[config.mk]
export PLATFORM = sky130hd
export DESIGN_NAME = uart_rx
export DESIGN_NICKNAME = d
export VERILOG_FILES = /design/src/rtl/uart_rx.sv
export SDC_FILE = /design/constraint.sdc
export NUM_CORES = 1
export LEC_CHECK = 0
export BUFFER_PORTS_ARGS = -buffer_cell sky130_fd_sc_hd__buf_4
export CAP_MARGIN = 0
export CORE_MARGIN = 4
export CORE_UTILIZATION = 51
export DETAILED_ROUTE_END_ITERATION = 16
export PLACE_DENSITY = 0.91
export SLEW_MARGIN = 20
export SYNTH_ARGS = -nofsm -noshare
export SYNTH_HDL_FRONTEND = slang
export SYNTH_SLANG_ARGS = --single-unit
[constraint.sdc]
create_clock -name clk -period 5 [get_ports clk]
set_input_delay 0.5 -clock clk [delete_from_list [all_inputs] [get_ports clk]]
set_output_delay 0.5 -clock clk [all_outputs]
set_load 0.02 [all_outputs]
[src/rtl/uart_rx.sv]
// 8N1 UART receiver with a small receive FIFO behind a two-register CPU port.
// Data register reads pop the head byte; status register reports and clears the sticky errors.
`timescale 1ns/1ps
module uart_rx #(
  parameter int          BIT_TMR_MAX    = 10416,
  parameter int          FIFO_DEPTH     = 4,
  parameter logic [63:0] RX_DATA_ADDR   = 64'h0000_0000_4000_0010,
  parameter logic [63:0] RX_STATUS_ADDR = 64'h0000_0000_4000_0018
) (
  input  logic        clk,
  input  logic        reset,
  input  logic        rx,
  input  logic        valid,
  input  logic [63:0] addr,
  input  logic        wvalid,
  input  logic [63:0] wdata,
  output logic [63:0] rdata,
  output logic        ready
);

  localparam int TMR_W = (BIT_TMR_MAX < 2) ? 1 : $clog2(BIT_TMR_MAX + 1);
  localparam int PTR_W = $clog2(FIFO_DEPTH);
  localparam int CNT_W = $clog2(FIFO_DEPTH + 1);
  localparam logic [TMR_W-1:0] TMR_FULL = TMR_W'(BIT_TMR_MAX);
  localparam logic [TMR_W-1:0] TMR_HALF = TMR_W'(BIT_TMR_MAX / 2);
  localparam logic [CNT_W-1:0] CNT_FULL = CNT_W'(FIFO_DEPTH);

  typedef enum logic [1:0] {
    IDLE  = 2'd0,
    START = 2'd1,
    DATA  = 2'd2,
    STOP  = 2'd3
  } state_t;

  logic             rx_meta_r;
  logic             rx_s;
  state_t           state_r;
  logic [TMR_W-1:0] tmr_r;
  logic [2:0]       idx_r;
  logic [7:0]       shift_r;
  logic [7:0]       mem_r [FIFO_DEPTH];
  logic [PTR_W-1:0] wr_ptr_r;
  logic [PTR_W-1:0] rd_ptr_r;
  logic [CNT_W-1:0] cnt_r;
  logic             frame_err_r;
  logic             overrun_r;

  logic stop_smp_s, push_s, frame_set_s;
  logic full_s, nonempty_s, pop_s, wr_en_s, ovr_set_s, stat_wr_s;
  logic unused_s;

  assign stop_smp_s  = (state_r == STOP) && (tmr_r == TMR_FULL);
  assign push_s      = stop_smp_s && rx_s;
  assign frame_set_s = stop_smp_s && !rx_s;
  assign full_s      = (cnt_r == CNT_FULL);
  assign nonempty_s  = (cnt_r != {CNT_W{1'b0}});
  assign pop_s       = valid && !wvalid && (addr == RX_DATA_ADDR) && nonempty_s;
  // A pop in the same cycle frees the slot, so a push into a full FIFO still lands.
  assign wr_en_s     = push_s && (!full_s || pop_s);
  assign ovr_set_s   = push_s && full_s && !pop_s;
  assign stat_wr_s   = valid && wvalid && (addr == RX_STATUS_ADDR);
  assign ready       = 1'b1;
  assign unused_s    = ^{wdata[63:4], wdata[1:0]};

  // Two-flop synchronizer for the asynchronous serial line
  always_ff @(posedge clk or posedge reset) begin
    if (reset) begin
      rx_meta_r <= 1'b1;
      rx_s      <= 1'b1;
    end else begin
      rx_meta_r <= rx;
      rx_s      <= rx_meta_r;
    end
  end

  // Receive FSM: start-bit qualification at mid-bit, then one sample per bit period
  always_ff @(posedge clk or posedge reset) begin
    if (reset) begin
      state_r <= IDLE;
      tmr_r   <= {TMR_W{1'b0}};
      idx_r   <= 3'd0;
      shift_r <= 8'd0;
    end else begin
      case (state_r)
        IDLE: begin
          if (!rx_s) begin
            state_r <= START;
            tmr_r   <= {TMR_W{1'b0}};
          end
        end
        START: begin
          if (tmr_r == TMR_HALF) begin
            tmr_r <= {TMR_W{1'b0}};
            if (!rx_s) begin
              state_r <= DATA;
              idx_r   <= 3'd0;
            end else begin
              state_r <= IDLE;
            end
          end else begin
            tmr_r <= tmr_r + TMR_W'(1);
          end
        end
        DATA: begin
          if (tmr_r == TMR_FULL) begin
            shift_r[idx_r] <= rx_s;
            tmr_r          <= {TMR_W{1'b0}};
            idx_r          <= idx_r + 3'd1;
            if (idx_r == 3'd7) begin
              state_r <= STOP;
            end
          end else begin
            tmr_r <= tmr_r + TMR_W'(1);
          end
        end
        STOP: begin
          if (tmr_r == TMR_FULL) begin
            state_r <= IDLE;
            tmr_r   <= {TMR_W{1'b0}};
          end else begin
            tmr_r <= tmr_r + TMR_W'(1);
          end
        end
        default: begin
          state_r <= IDLE;
          tmr_r   <= {TMR_W{1'b0}};
        end
      endcase
    end
  end

  // FIFO storage
  always_ff @(posedge clk) begin
    if (wr_en_s) begin
      mem_r[wr_ptr_r] <= shift_r;
    end
  end

  // FIFO pointers and occupancy
  always_ff @(posedge clk or posedge reset) begin
    if (reset) begin
      wr_ptr_r <= {PTR_W{1'b0}};
      rd_ptr_r <= {PTR_W{1'b0}};
      cnt_r    <= {CNT_W{1'b0}};
    end else begin
      if (wr_en_s) begin
        wr_ptr_r <= wr_ptr_r + PTR_W'(1);
      end
      if (pop_s) begin
        rd_ptr_r <= rd_ptr_r + PTR_W'(1);
      end
      case ({wr_en_s, pop_s})
        2'b10:   cnt_r <= cnt_r + CNT_W'(1);
        2'b01:   cnt_r <= cnt_r - CNT_W'(1);
        default: cnt_r <= cnt_r;
      endcase
    end
  end

  // Sticky error flags; a set event beats a same-cycle write-1-to-clear
  always_ff @(posedge clk or posedge reset) begin
    if (reset) begin
      frame_err_r <= 1'b0;
      overrun_r   <= 1'b0;
    end else begin
      frame_err_r <= frame_set_s | (frame_err_r & ~(stat_wr_s & wdata[2]));
      overrun_r   <= ovr_set_s   | (overrun_r   & ~(stat_wr_s & wdata[3]));
    end
  end

  // Combinational read mux
  always_comb begin
    rdata = 64'd0;
    if (valid && !wvalid) begin
      if (addr == RX_DATA_ADDR) begin
        if (nonempty_s) begin
          rdata = {56'd0, mem_r[rd_ptr_r]};
        end else begin
          rdata = 64'd0;
        end
      end else if (addr == RX_STATUS_ADDR) begin
        rdata = {60'd0, overrun_r, frame_err_r, full_s, nonempty_s};
      end else begin
        rdata = 64'd0;
      end
    end else begin
      rdata = 64'd0;
    end
  end

endmodule

# ---- Yosys cells after proc, flatten, opt, wreduce, memory -nomap -nowiden
# Memory sizes are Yosys's and may differ from the RTL's.
# Index checks and enable logic that the tools add are counted.
dict set report op_classes {
  addsub 6
  n_mul 0
  n_div 0
  n_lt_le_gt_ge 2
  eq_ne 17
  shift 0
  n_mux 25
  bitwise 8
  reduce_logical 25
}
# op n
set op_table {}
lappend op_table {{$eq A64 B31 Y1 const B} 2}
lappend op_table {{$mux W64} 2}
lappend op_table {{$mux W14} 3}
lappend op_table {{$pmux W14 S3} 1}
lappend op_table {{$add A14 B1 Y14 const B} 1}
lappend op_table {{$eq A14 B13 Y1 const B} 1}
lappend op_table {{$eq A14 B14 Y1 const B} 1}
lappend op_table {{$logic_and A1 B1 Y1} 12}
lappend op_table {{$mux W2} 6}
lappend op_table {{$pmux W3 S2} 2}
lappend op_table {{$ne A2 B2 Y1 const B} 5}
lappend op_table {{$mux W3} 3}
lappend op_table {{$bwmux W8} 1}
lappend op_table {{$mux W8} 1}
lappend op_table {{$pmux W2 S4} 1}
lappend op_table {{$add A3 B1 Y3 const B} 2}
lappend op_table {{$eq A2 B2 Y1 const B} 3}
lappend op_table {{$eq A3 B3 Y1 const B} 2}
lappend op_table {{$reduce_and A5 Y1} 1}
lappend op_table {{$add A2 B1 Y2 const B} 2}
lappend op_table {{$and A1 B1 Y1} 4}
lappend op_table {{$eq A2 B1 Y1 const B} 2}
lappend op_table {{$logic_not A1 Y1} 4}
lappend op_table {{$lt A3 B4 Y1 const B} 1}
lappend op_table {{other kinds (15)} 20}
dict set report word_totals {
  reg_bits 38
  latch_bits 0
  mem_bits_rw 32
  rom_bits 0
  input_bits 133
  out_inout_bits 65
  memories 1
}
# name depth word_bits rd rd_clocked_by_memory_dff wr line
set mem_list {}
lappend mem_list {mem_r 4 8 1 0 1 41} ;# logic [7:0] mem_r [FIFO_DEPTH];

# ---- Longest topological paths before layout
dict set report logic_depth {
  ltp_word 8
  ltp_mapped 13
  ltp_nobuf 13
}

# ---- Least setup slack after synthesis
# Ideal clock, no wire load.
dict set report synth_timing {
  path_type {reg-to-reg}
  from {register tmr_r[0]}
  to {memory mem_r[0][0] (enable)}
  arrival_time_ps 2571
  required_ps 4615
  slack_ps 2044
  path_stages_with_launch 8
  n_path_buf 0
  path_cell_list {dfrtp_1 > inv_1 > ha_1 > or4b_4 > nor4b_1 > nand4b_1 > or3_1 > nor3b_1}
}
dict set report synth_between {
  elab_chain_cells 6
}
# item line
set synth_lines {}
lappend synth_lines {{start, declared} 38} ;# logic [TMR_W-1:0] tmr_r;
lappend synth_lines {{start signal, assigned} 80} ;# tmr_r <= {TMR_W{1'b0}};
lappend synth_lines {{start signal, assigned} 88} ;# tmr_r <= {TMR_W{1'b0}};
lappend synth_lines {{start signal, assigned} 93} ;# tmr_r <= {TMR_W{1'b0}};
lappend synth_lines {{$eq A14 B14 Y1} 52} ;# assign stop_smp_s = (state_r == STOP) && (tmr_r == TMR_FULL);
lappend synth_lines {{$logic_and A1 B1 Y1} 52}
lappend synth_lines {{$logic_and A1 B1 Y1} 53} ;# assign push_s = stop_smp_s && rx_s;
lappend synth_lines {{$logic_and A1 B1 Y1} 59} ;# assign wr_en_s = push_s && (!full_s || pop_s);
lappend synth_lines {{$mux W1} 134} ;# if (wr_en_s) begin
lappend synth_lines {{$mux W1 (implied by the code)} 135} ;# mem_r[wr_ptr_r] <= shift_r;
lappend synth_lines {{end, declared} 41}
# Every way passes these cells.

# ---- Worst setup path after layout
dict set report layout_timing {
  from {register tmr_r[0]}
  to {register cnt_r[2]}
}
dict set report layout_between {
  elab_chain_cells 6
  word_cells_on_any_way 8
  cone_classes {eq/ne: 3; mux: 1; reduce/logical: 4}
}
# item line
set layout_lines {}
lappend layout_lines {{$eq A14 B14 Y1 (*)} 52}
lappend layout_lines {{$logic_and A1 B1 Y1 (*)} 52}
lappend layout_lines {{$logic_and A1 B1 Y1 (*)} 53}
lappend layout_lines {{$logic_and A1 B1 Y1 (*)} 59}
lappend layout_lines {{$eq A2 B1 Y1 or $eq A2 B2 Y1 (tied branches)} 152} ;# case ({wr_en_s, pop_s})
lappend layout_lines {{$pmux W3 S2 or $reduce_bool A2 Y1 (tied branches)} --}
lappend layout_lines {{end signal, assigned} 153} ;# 2'b10: cnt_r <= cnt_r + CNT_W'(1);
lappend layout_lines {{end signal, assigned} 154} ;# 2'b01: cnt_r <= cnt_r - CNT_W'(1);
lappend layout_lines {{end signal, assigned} 155} ;# default: cnt_r <= cnt_r;
lappend layout_lines {{end, declared} 44} ;# logic [CNT_W-1:0] cnt_r;
# Every way passes the cells marked *; elsewhere a longest branch is shown, timed or not.
# A chain may end at the register's enable or synchronous reset.

==> results.md <==
- Outcome: completed
- Syn avg cell area: 10.6 um2
- CTS Buf Count: 9
- Worst Setup End Kind: register
- Sequential-to-total area share from yosys stat: 46.0%
- Mapped cell area: 4160 um2
- Total GRT Usage: 21.0%
- First-iteration detailed-routing DRC count: 261
- WL per Instance: 17.6 um
- Post-CTS Setup Repair Bufs: 0
- Relative max-transition margin: 34.4%
- Slowest-stage cell, CP: or4b_4
- Slew @ Worst Pin: 975 ps
- Antenna violation net count after detailed routing: 0
- Flop and latch count out of synthesis: 70
- Layout cell share with drive strength beyond 1: 26.3%
- Yosys Warn Count: 0
- Fin Setup TNS: 0 ps
- Die Width: 98.3 um
- Synth top area cells: edfxtp_1 (23%), dfrtp_1 (22%), buf_4 (10%)
- Number of I/O port buffers: 78
- Clk_lat worst skew: 350 ps
- CP max stage delay: 490 ps
- HPWL after DPL: 7.69 mm
- Design Area, Final: 4790 um2
- Starting Density: 53.0%
- Num rows: 32
- Final Hold Vio Count: 0
- Setup CP Type: reg -> reg
- Main synth FF type: dfrtp_1
- Std-Cell Core Area: 7850 um2
- CP max FO: 6
- Critical path launch point type: register
- Async set-reset flop share out of synthesis: 54.3%
- CP Data Required Time: 5240 ps
- Synth area leader: edfxtp_1
- DR DRC count: 0
- Drt first pass iters: 5
- Clock Sinks: 70
- Max Cap Violations: 0
- Pwr Total: 1.11 mW
- Library cells used by synthesis: 54
- Synth-to-Final Area Change: 15.2%
- Pin count of the biggest net entering global routing: 39
- Clk root buf: clkbuf_8
- Final worst slack: 1840 ps
- Final WL: 10.1 mm
- Crit path cell chain: inv_1, ha_1, or4b_4, nor4b_1, nand4b_1, nor3_1, o21ai_0, ha_1, inv_1, fa_1, xor2_1, nor2_1, xor2_1
- Cts-stage hold buffer count: 0
- Final setup viols: 0
- Fin. max-slew vios: 0
- Area fraction of the dominant cell type after synthesis: 23.1%
- Period minus WS final: 3160 ps
- TritonCTS clock tree: yes
- First-pass GRT wire length: 16.5 mm
- Post-DR vias/cell: 5.69
- Full die area: 9660 um2
- Worst Skew: 14.4 ps
- Diode count: 0
- Layout Cells excl Fill: 577
- Max Root-Sink Buffers: 2
- LEAKAGE: 2.13 nW
- Hold/Removal Path Class: in -> async
- Fin crit share: 63.2%
- Die Height: 98.3 um
- Clk slew on worst S/H paths: 80 ps
- Gr ovfl total: 0
- PD cells: 232 nW/um2
- RSZ-0062 raised after global routing: false
- Nets: 613
- Family with the most delay on the worst path: simple AND/OR/NAND/NOR gates
- Fmax: 316 MHz
- Routability cong.: 1.05
- CTS HTree Levels: 3
- DP Worst Slack: 1870 ps
- Critical path arrival: 3390 ps
- Placed Cells: 561
- Number of global-route vias before repair: 3,456
- Synth Instances: 391
- I/O Pins: 198
- Via count: 3,281
- Initial antenna violation count: 0
- Buf+Inv Stages, Crit Path: 2
- PostCTS Resize Cnt: 0
- Placed cell area: 4620 um2
- Number of synthesized flops with an enable pin: 32
- Maximum vdd ir drop: 128 uV
-- path summary, 6_finish.rpt --
| check | startpoint | to | slack (ps) | cells past startpoint |
|---|---|---|---|---|
| min in group clk | rx | rx_meta_r | 260 | 1 |
| max in group asynchronous | reset | rx_meta_r | 4360 | 3 |
| setup reg to reg | tmr_r[0] | cnt_r[2] | 1840 | 13 |
| hold reg to reg | rx_meta_r | rx_s | 360 | 0 |
| setup / recovery | tmr_r[0] | cnt_r[2] | 1840 | 13 |
| hold / removal | reset | tmr_r[5] | 260 | 3 |
-- cells in the final DEF (no fill, tap or decap), types with 3 or more instances in the layout --
cell type | Yosys | final
nor2b_1 | 3 | 3
dfrtp_1 | 36 | 36
o211ai_1 | 3 | 3
a21oi_1 | 14 | 14
and3_1 | 7 | 7
nor2_1 | 16 | 16
nor3b_1 | 5 | 5
ha_1 | 9 | 9
inv_1 | 16 | 16
nor4b_1 | 8 | 8
nand2b_1 | 3 | 3
xor2_1 | 3 | 3
buf_4 | 57 | 84
nand3_1 | 11 | 11
nand2_1 | 28 | 28
edfxtp_1 | 32 | 32
nor4_1 | 29 | 29
conb_1 | 2 | 57
mux4_2 | 8 | 8
nand4_1 | 9 | 9
a31oi_1 | 11 | 11
o21ai_0 | 13 | 13
clkbuf_8 | 0 | 9
and2_1 | 3 | 3
mux2_2 | 6 | 6
nand4b_1 | 5 | 5
nor3_1 | 6 | 6
-- final cells by class --
type,instances,area (um2)
fillers,602,3060
flip-flops and latches,70,1910
multi-input cells,289,1880
repair buffers,84,631
clock buffers,10,128
well taps,102,128
inverters,16,60.1
clock inverters,6,46.3
-- synthesized netlist by cell type, drive strengths merged, types with 9 or more instances --
| library cell | n |
|---|---|
| a21oi | 14 |
| a31oi | 11 |
| buf | 64 |
| dfrtp | 36 |
| edfxtp | 32 |
| ha | 9 |
| inv | 16 |
| nand2 | 28 |
| nand3 | 11 |
| nand4 | 9 |
| nor2 | 16 |
| nor4 | 29 |
| o21ai | 15 |
-- metal layers --
| metal | vias up | routed length (um) | share of wire (%) | GRT usage (%) |
|---|---|---|---|---|
| met4 | 0 | 264 | 2.6 | 9.35 |
| met1 | 1588 | 3690 | 36 | 23.7 |
| met2 | 159 | 5420 | 53 | 37.4 |
| met5 | - | 0 | 0 | 0 |
| li1 | 1511 | - | - | - |
| met3 | 23 | 771 | 7.6 | 5.07 |
-- kinds of logic (layout without fill, tap and decap cells) --
logic type | after synthesis | after routing | synth area share, %
adder cells (fa/ha/maj) | 10 | 10 | 3.19
AND/OR/NAND/NOR | 146 | 146 | 21.0
multiplexers | 16 | 16 | 6.50
flip-flops | 70 | 70 | 46.0
AO/OA/AOI/OAI | 55 | 55 | 8.39
other | 2 | 57 | 0.181
buffers and inverters | 87 | 116 | 13.7
XOR/XNOR | 5 | 5 | 1.05
-- where the power goes --
group          leakage (nW)  switching, mW  total [mW]  internal, mW
clock                0.0829          0.223       0.405         0.182
combinational          1.18         0.0656       0.105        0.0395
sequential            0.866        0.00157       0.600         0.599
-- state kept, by name, summed over array words and instances, names as in the netlist, named ones only --
signal and count:
rd_ptr_r 2, mem_r 32, overrun_r 1, rx_meta_r 1, shift_r 8, rx_s 1
cnt_r 3, idx_r 3, state_r 1, wr_ptr_r 2, tmr_r 14, frame_err_r 1
-- metrics by stage --
step | utilization, % | hold slack [ps]
floorplan | - | 345
global placement | 58.8 | 346
detailed placement | 58.8 | 351
CTS | 61.0 | 243
global route | 61.0 | 242
finish | 61.0 | 259
-- worst min-delay path, cell delays in order --
cell   delay, ps
buf_4        100
inv_1         40
buf_4        410
(Power assumes the default switching activity.)
